File: src/rtl/mdu_sequencer.sv
// Multi-cycle MULTU/DIVU unit: 32-step shift-add multiply and restoring divide into HI/LO, with stall and MTHI/MTLO.
// Optional macro MDU_SIGNED_EN adds signed MULT/DIV (AluOP 13/14) via magnitude core plus one fix-up cycle.
module mdu_sequencer #(
    parameter int WIDTH = 32,
    parameter int CNT_W = 6
) (
    input  logic [4:0]       LOGISIM_CLOCK_TREE_0,
    input  logic             Reset_n,
    input  logic [3:0]       AluOP,
    input  logic             Start,
    input  logic [WIDTH-1:0] X,
    input  logic [WIDTH-1:0] Y,
    input  logic             HiWe,
    input  logic             LoWe,
    input  logic [WIDTH-1:0] WData,
    output logic             Busy,
    output logic             Done,
    output logic             Stall,
    output logic [WIDTH-1:0] HI,
    output logic [WIDTH-1:0] LO
);
    localparam logic [3:0] OP_MULTU = 4'd3;
    localparam logic [3:0] OP_DIVU  = 4'd4;

    typedef enum logic [2:0] {S_IDLE, S_MUL, S_DIV, S_FIX, S_DONE} state_t;

    logic clk, tick, unused_clk_bits;
    assign clk             = LOGISIM_CLOCK_TREE_0[4];
    assign tick            = LOGISIM_CLOCK_TREE_0[2];
    assign unused_clk_bits = ^{LOGISIM_CLOCK_TREE_0[3], LOGISIM_CLOCK_TREE_0[1:0]};

    state_t           state, state_n;
    logic [CNT_W-1:0] cnt;
    logic [WIDTH-1:0] acc_hi, acc_lo, opa;
    logic             mul_op, div_op, go, last, div0;
    logic [WIDTH-1:0] x_mag, y_mag, div0_hi;
    state_t           fin_state;

`ifdef MDU_SIGNED_EN
    localparam logic [3:0] OP_MULT = 4'd13;
    localparam logic [3:0] OP_DIV  = 4'd14;
    logic sgn_op, op_sgn, op_mul, neg_p, neg_r;
    logic [2*WIDTH-1:0] prod_neg;
    assign sgn_op    = (AluOP == OP_MULT) | (AluOP == OP_DIV);
    assign mul_op    = (AluOP == OP_MULTU) | (AluOP == OP_MULT);
    assign div_op    = (AluOP == OP_DIVU) | (AluOP == OP_DIV);
    assign x_mag     = (sgn_op & X[WIDTH-1]) ? -X : X;
    assign y_mag     = (sgn_op & Y[WIDTH-1]) ? -Y : Y;
    assign div0_hi   = neg_r ? -acc_lo : acc_lo;
    assign fin_state = op_sgn ? S_FIX : S_DONE;
    assign prod_neg  = -{HI, LO};
`else
    assign mul_op    = (AluOP == OP_MULTU);
    assign div_op    = (AluOP == OP_DIVU);
    assign x_mag     = X;
    assign y_mag     = Y;
    assign div0_hi   = acc_lo;
    assign fin_state = S_DONE;
`endif

    assign go   = Start & (mul_op | div_op);
    assign last = (cnt == CNT_W'(WIDTH - 1));
    assign div0 = (opa == '0);

    // Multiply step: {acc_hi, acc_lo} holds {partial, remaining multiplier}
    logic [WIDTH:0]   mul_sum;
    logic [WIDTH-1:0] mul_hi_n, mul_lo_n;
    assign mul_sum  = {1'b0, acc_hi} + (acc_lo[0] ? {1'b0, opa} : '0);
    assign mul_hi_n = mul_sum[WIDTH:1];
    assign mul_lo_n = {mul_sum[0], acc_lo[WIDTH-1:1]};

    // Divide step: {acc_hi, acc_lo} holds {remainder, dividend/quotient}
    logic [WIDTH:0]   rem_sh;
    logic [WIDTH+1:0] trial;
    logic             fits;
    logic [WIDTH-1:0] div_hi_n, div_lo_n;
    assign rem_sh   = {acc_hi, acc_lo[WIDTH-1]};
    assign trial    = {1'b0, rem_sh} - {2'b00, opa};
    assign fits     = ~trial[WIDTH+1];
    assign div_hi_n = fits ? trial[WIDTH-1:0] : rem_sh[WIDTH-1:0];
    assign div_lo_n = {acc_lo[WIDTH-2:0], fits};

    always_ff @(posedge clk) begin
        if (tick) begin
            if (!Reset_n) state <= S_IDLE;
            else          state <= state_n;
        end
    end

    always_comb begin
        state_n = state;
        case (state)
            S_IDLE:  if (go) state_n = mul_op ? S_MUL : S_DIV;
            S_MUL:   if (last) state_n = fin_state;
            S_DIV:   if (div0) state_n = S_DONE;
                     else if (last) state_n = fin_state;
            S_FIX:   state_n = S_DONE;
            S_DONE:  state_n = S_IDLE;
            default: state_n = S_IDLE;
        endcase
    end

    always_comb begin
        Busy  = 1'b0;
        Done  = 1'b0;
`ifdef MDU_SIGNED_EN
        Busy  = (state == S_MUL) | (state == S_DIV) | (state == S_FIX);
`else
        Busy  = (state == S_MUL) | (state == S_DIV);
`endif
        Done  = (state == S_DONE);
        Stall = Busy | ((state == S_IDLE) & go);
    end

    always_ff @(posedge clk) begin
        if (tick) begin
            if (!Reset_n) begin
                HI     <= '0;
                LO     <= '0;
                cnt    <= '0;
                acc_hi <= '0;
                acc_lo <= '0;
                opa    <= '0;
`ifdef MDU_SIGNED_EN
                op_sgn <= 1'b0;
                op_mul <= 1'b0;
                neg_p  <= 1'b0;
                neg_r  <= 1'b0;
`endif
            end else begin
                case (state)
                    S_IDLE, S_DONE: begin
                        if (HiWe) HI <= WData;
                        if (LoWe) LO <= WData;
                        if (state == S_IDLE && go) begin
                            acc_hi <= '0;
                            cnt    <= '0;
                            acc_lo <= mul_op ? y_mag : x_mag;
                            opa    <= mul_op ? x_mag : y_mag;
`ifdef MDU_SIGNED_EN
                            op_sgn <= sgn_op;
                            op_mul <= mul_op;
                            neg_p  <= sgn_op & (X[WIDTH-1] ^ Y[WIDTH-1]);
                            neg_r  <= sgn_op & X[WIDTH-1];
`endif
                        end
                    end
                    S_MUL: begin
                        acc_hi <= mul_hi_n;
                        acc_lo <= mul_lo_n;
                        cnt    <= last ? '0 : cnt + CNT_W'(1);
                        if (last) begin
                            HI <= mul_hi_n;
                            LO <= mul_lo_n;
                        end
                    end
                    S_DIV: begin
                        if (div0) begin
                            HI <= div0_hi;
                            LO <= '1;
                        end else begin
                            acc_hi <= div_hi_n;
                            acc_lo <= div_lo_n;
                            cnt    <= last ? '0 : cnt + CNT_W'(1);
                            if (last) begin
                                HI <= div_hi_n;
                                LO <= div_lo_n;
                            end
                        end
                    end
`ifdef MDU_SIGNED_EN
                    S_FIX: begin
                        if (op_mul) begin
                            if (neg_p) {HI, LO} <= prod_neg;
                        end else begin
                            if (neg_p) LO <= -LO;
                            if (neg_r) HI <= -HI;
                        end
                    end
`endif
                    default: ;
                endcase
            end
        end
    end
endmodule

File: config.mk
export PLATFORM = sky130hd
export DESIGN_NAME = mdu_sequencer
export DESIGN_NICKNAME = d
export VERILOG_FILES = /design/src/rtl/mdu_sequencer.sv
export SDC_FILE = /design/constraint.sdc
export NUM_CORES = 1
export LEC_CHECK = 0
export ABC_AREA = 1
export BUFFER_PORTS_ARGS = -buffer_cell sky130_fd_sc_hd__buf_2
export CAP_MARGIN = 20
export CELL_PAD_IN_SITES_DETAIL_PLACEMENT = 1
export CELL_PAD_IN_SITES_GLOBAL_PLACEMENT = 1
export CORE_ASPECT_RATIO = 2
export CORE_MARGIN = 10
export CORE_UTILIZATION = 46
export DETAILED_ROUTE_END_ITERATION = 6
export PLACE_DENSITY_LB_ADDON = 0.08
export RECOVER_POWER = 100
export SETUP_SLACK_MARGIN = 0.2
export SKIP_CTS_REPAIR_TIMING = 1
export SYNTH_ARGS = -nofsm -noshare
export SYNTH_HDL_FRONTEND = slang
export SYNTH_SLANG_ARGS = --single-unit
File: constraint.sdc
create_clock -name LOGISIM_CLOCK_TREE_0 -period 16.1 [get_ports LOGISIM_CLOCK_TREE_0]
set_input_delay 3.22 -clock LOGISIM_CLOCK_TREE_0 [delete_from_list [all_inputs] [get_ports LOGISIM_CLOCK_TREE_0]]
set_output_delay 3.22 -clock LOGISIM_CLOCK_TREE_0 [all_outputs]
set_load 0.05 [all_outputs]
==> results.cfg <==
[logic_synthesis]
postSynthCellCount = 2040
synth_seq_cells = 169
ys_top_cells_by_count = nand2_1 (504), inv_1 (347), nor2_1 (244)
synthTopCellsByArea = edfxtp_1 (37%), nand2_1 (14%), inv_1 (9.4%)
syn_nets = 2216
synth_flop_cell = edfxtp_1
yosysWarnings = 0
post-synth-top-area-cell = edfxtp_1
synth_top_area_share_pct = 36.6
synth_cell_types = 44
avgSynthCellArea_um2 = 6.80
async_flop_share_pct = 0
syn_area_mm2 = 0.0139
synth_edf_count = 169
yosysMostFrequentCell = nand2_1
synth.yosys.seq_area_share_pct = 36.6

[worst_setup_path]
crit_required_ns = 16.20
crit_type = primary input to flop
cp_data_arrival_time_ns = 10.37
crit_slowest_cell = clkbuf_1
cpMostUsedCell = clkbuf_1
path_cells = buf_2 > clkbuf_1 > inv_1 > clkbuf_1 > clkbuf_1 > nor3_1 > nor2_1 > clkbuf_1 > clkbuf_1
slowest_delay_ns = 2.05
cp-end-kind = flop
r2r_cells = 11
worstSetupStartpointType = primary input
critPathMaxFanout = 68

[min_path]
hold_depth = 1
hold_path_class = flop to flop

[route]
drtPass1Iterations = 6
antenna_left = 0
vias_per_cell = 6.10
wl_per_cell_um = 25.9
drc = 0
drt_iter0_drc = 1566
dr_total_vias = 15800
finalWirelength_um = 67200

[timing]
final_hold_viol_count = 0
worst_pin_slew_ns = 3.80
fin_worst_skew_ns = 0.0161
rsz0062_at_grt = false
period_minus_slack_ns = 10.27
setup-violations-final = 0
finalMaxSlewViolations = 315
fmax_ghz = 0.0974
tns_ns = 0
max-slew-margin-rel_pct = -153
post-route-period-util_pct = 63.8

[floorplanning]
coreArea_mm2 = 0.0296
io_pins = 176
num_rows = 89
die_area_mm2 = 0.0379
die_w_um = 143
fp.dieH_um = 266
initial_core_util_pct = 46.8

[clock_tree]
cts_tree = built
clock_latency_ns = 0.47
clk_pin_slew_worst_paths_ns = 0.07

[power]
power_per_cell_area_mw_per_mm2 = 284
p_total_w = 0.00448
vdd_ir_drop_max_v = 0.000166
p_leak_nw = 7.58

[final_layout]
fin_util_pct = 53.3
multi_input_area_mm2 = 0.00719
stdcell_count = 2593
fill_cells = 3998
seqCellArea_mm2 = 0.00507
synthToLayoutAreaGrowth_pct = 13.9
nNetsFinal = 2377
layout-drive-gt1-share_pct = 8.08

[outcome]
violations = max-capacitance violations, max-slew violations
outcome = finished with violations

[place]
io_buffers = 171
dpl.cell_count = 2515
place_hpwl_um = 47400
place_congestion = 0.997

[grt]
antenna_found_initial = 2
track_usage_pct = 36.0
grt_pass1_wl_um = 101000
first_global_vias = 17500
grt_max_degree = 103
grt-ovfl-total = 0

[run]
max_cap_viol_count = 6
[cell usage in the layout (no fill, tap or decap), drive strengths merged, types with 2 or more instances in the layout]
master / instances
a21o: 3
a21oi: 148
a22oi: 2
a31oi: 33
and2: 5
buf: 113
bufinv: 3
clkbuf: 112
clkdlybuf4s25: 4
clkinv: 15
clkinvlp: 3
edfxtp: 169
fa: 2
ha: 65
inv: 360
nand2: 509
nand3: 159
nand3b: 15
nand4: 27
nor2: 248
nor3: 20
nor3b: 2
nor4: 2
o21ai: 134
o21bai: 6
o22ai: 23
or2: 23
xnor2: 14
xor2: 3
[worst max-delay path, delay by kind of cell]
family        cells  cell delay (ns)
buf+inv           7             6.59
simple gates      2             0.53
[path summary, 6_finish.rpt]
kind                             endpoint  slack [ns]              startpoint
hold reg to reg      cnt[0]$_SDFFCE_PP0P_        0.63    cnt[0]$_SDFFCE_PP0P_
setup reg to reg  acc_hi[0]$_SDFFCE_PN0P_       10.35  state[2]$_SDFFCE_PN0P_
setup / recovery     LO[14]$_SDFFCE_PN0P_        5.83                 Reset_n
hold / removal       cnt[0]$_SDFFCE_PP0P_        0.63    cnt[0]$_SDFFCE_PP0P_
[power breakdown]
part	switching [W]	internal, W	leakage [nW]
registers	0.000149	0.000841	1.65
logic	0.00199	0.000690	5.49
clock network	0.000483	0.000328	0.431
[flip-flops by register name, summed over array words and instances, names as in the netlist]
signal	flops
cnt	6
LO	32
state	3
acc_lo	32
HI	32
acc_hi	32
opa	32
[routing by layer]
layer	track usage, %	part of all wire, %	up-vias	wire length [um]
met4	30.4	8.1	4	5420
met5	0.135	0.033	-	22
met2	58.8	49	890	33200
li1	-	-	7009	-
met1	36.4	35	7567	23400
met3	11.8	7.8	351	5230
[logic make-up (layout without fill, tap and decap cells)]
family	count (synthesis)	after routing	share of synthesized area [%]
AO/OA/AOI/OAI	355	355	13.7
XOR/XNOR	17	17	1.07
buffers and inverters	422	610	11.7
flip-flops	169	169	36.6
AND/OR/NAND/NOR	1010	1010	30.8
other	0	1	0
adder cells (fa/ha/maj)	67	67	6.15
[layout make-up]
type	instances	area share, %
Clock buffer	47	3.83
Timing Repair Buffer	182	5.33
Tap cell	364	2.88
Antenna cell	1	0.0158
Sequential cell	169	32.1
Inverter	351	8.34
Clock inverter	30	1.93
Multi-Input combinational cell	1449	45.5
[stage by stage]
| step | setup slack, ns | hold WS (ns) | instance area [um2] |
|---|---|---|---|
| after floorplan | 5.64 | 0.408 | 13900 |
| after global placement | 5.33 | 0.408 | 15000 |
| after detailed placement | 5.24 | 0.408 | 15000 |
| after CTS | 6.63 | 0.534 | 16400 |
| after global routing | 5.57 | 0.681 | 15800 |
| final | 5.83 | 0.633 | 15800 |
Note: power is estimated with default switching activity, not from simulation.
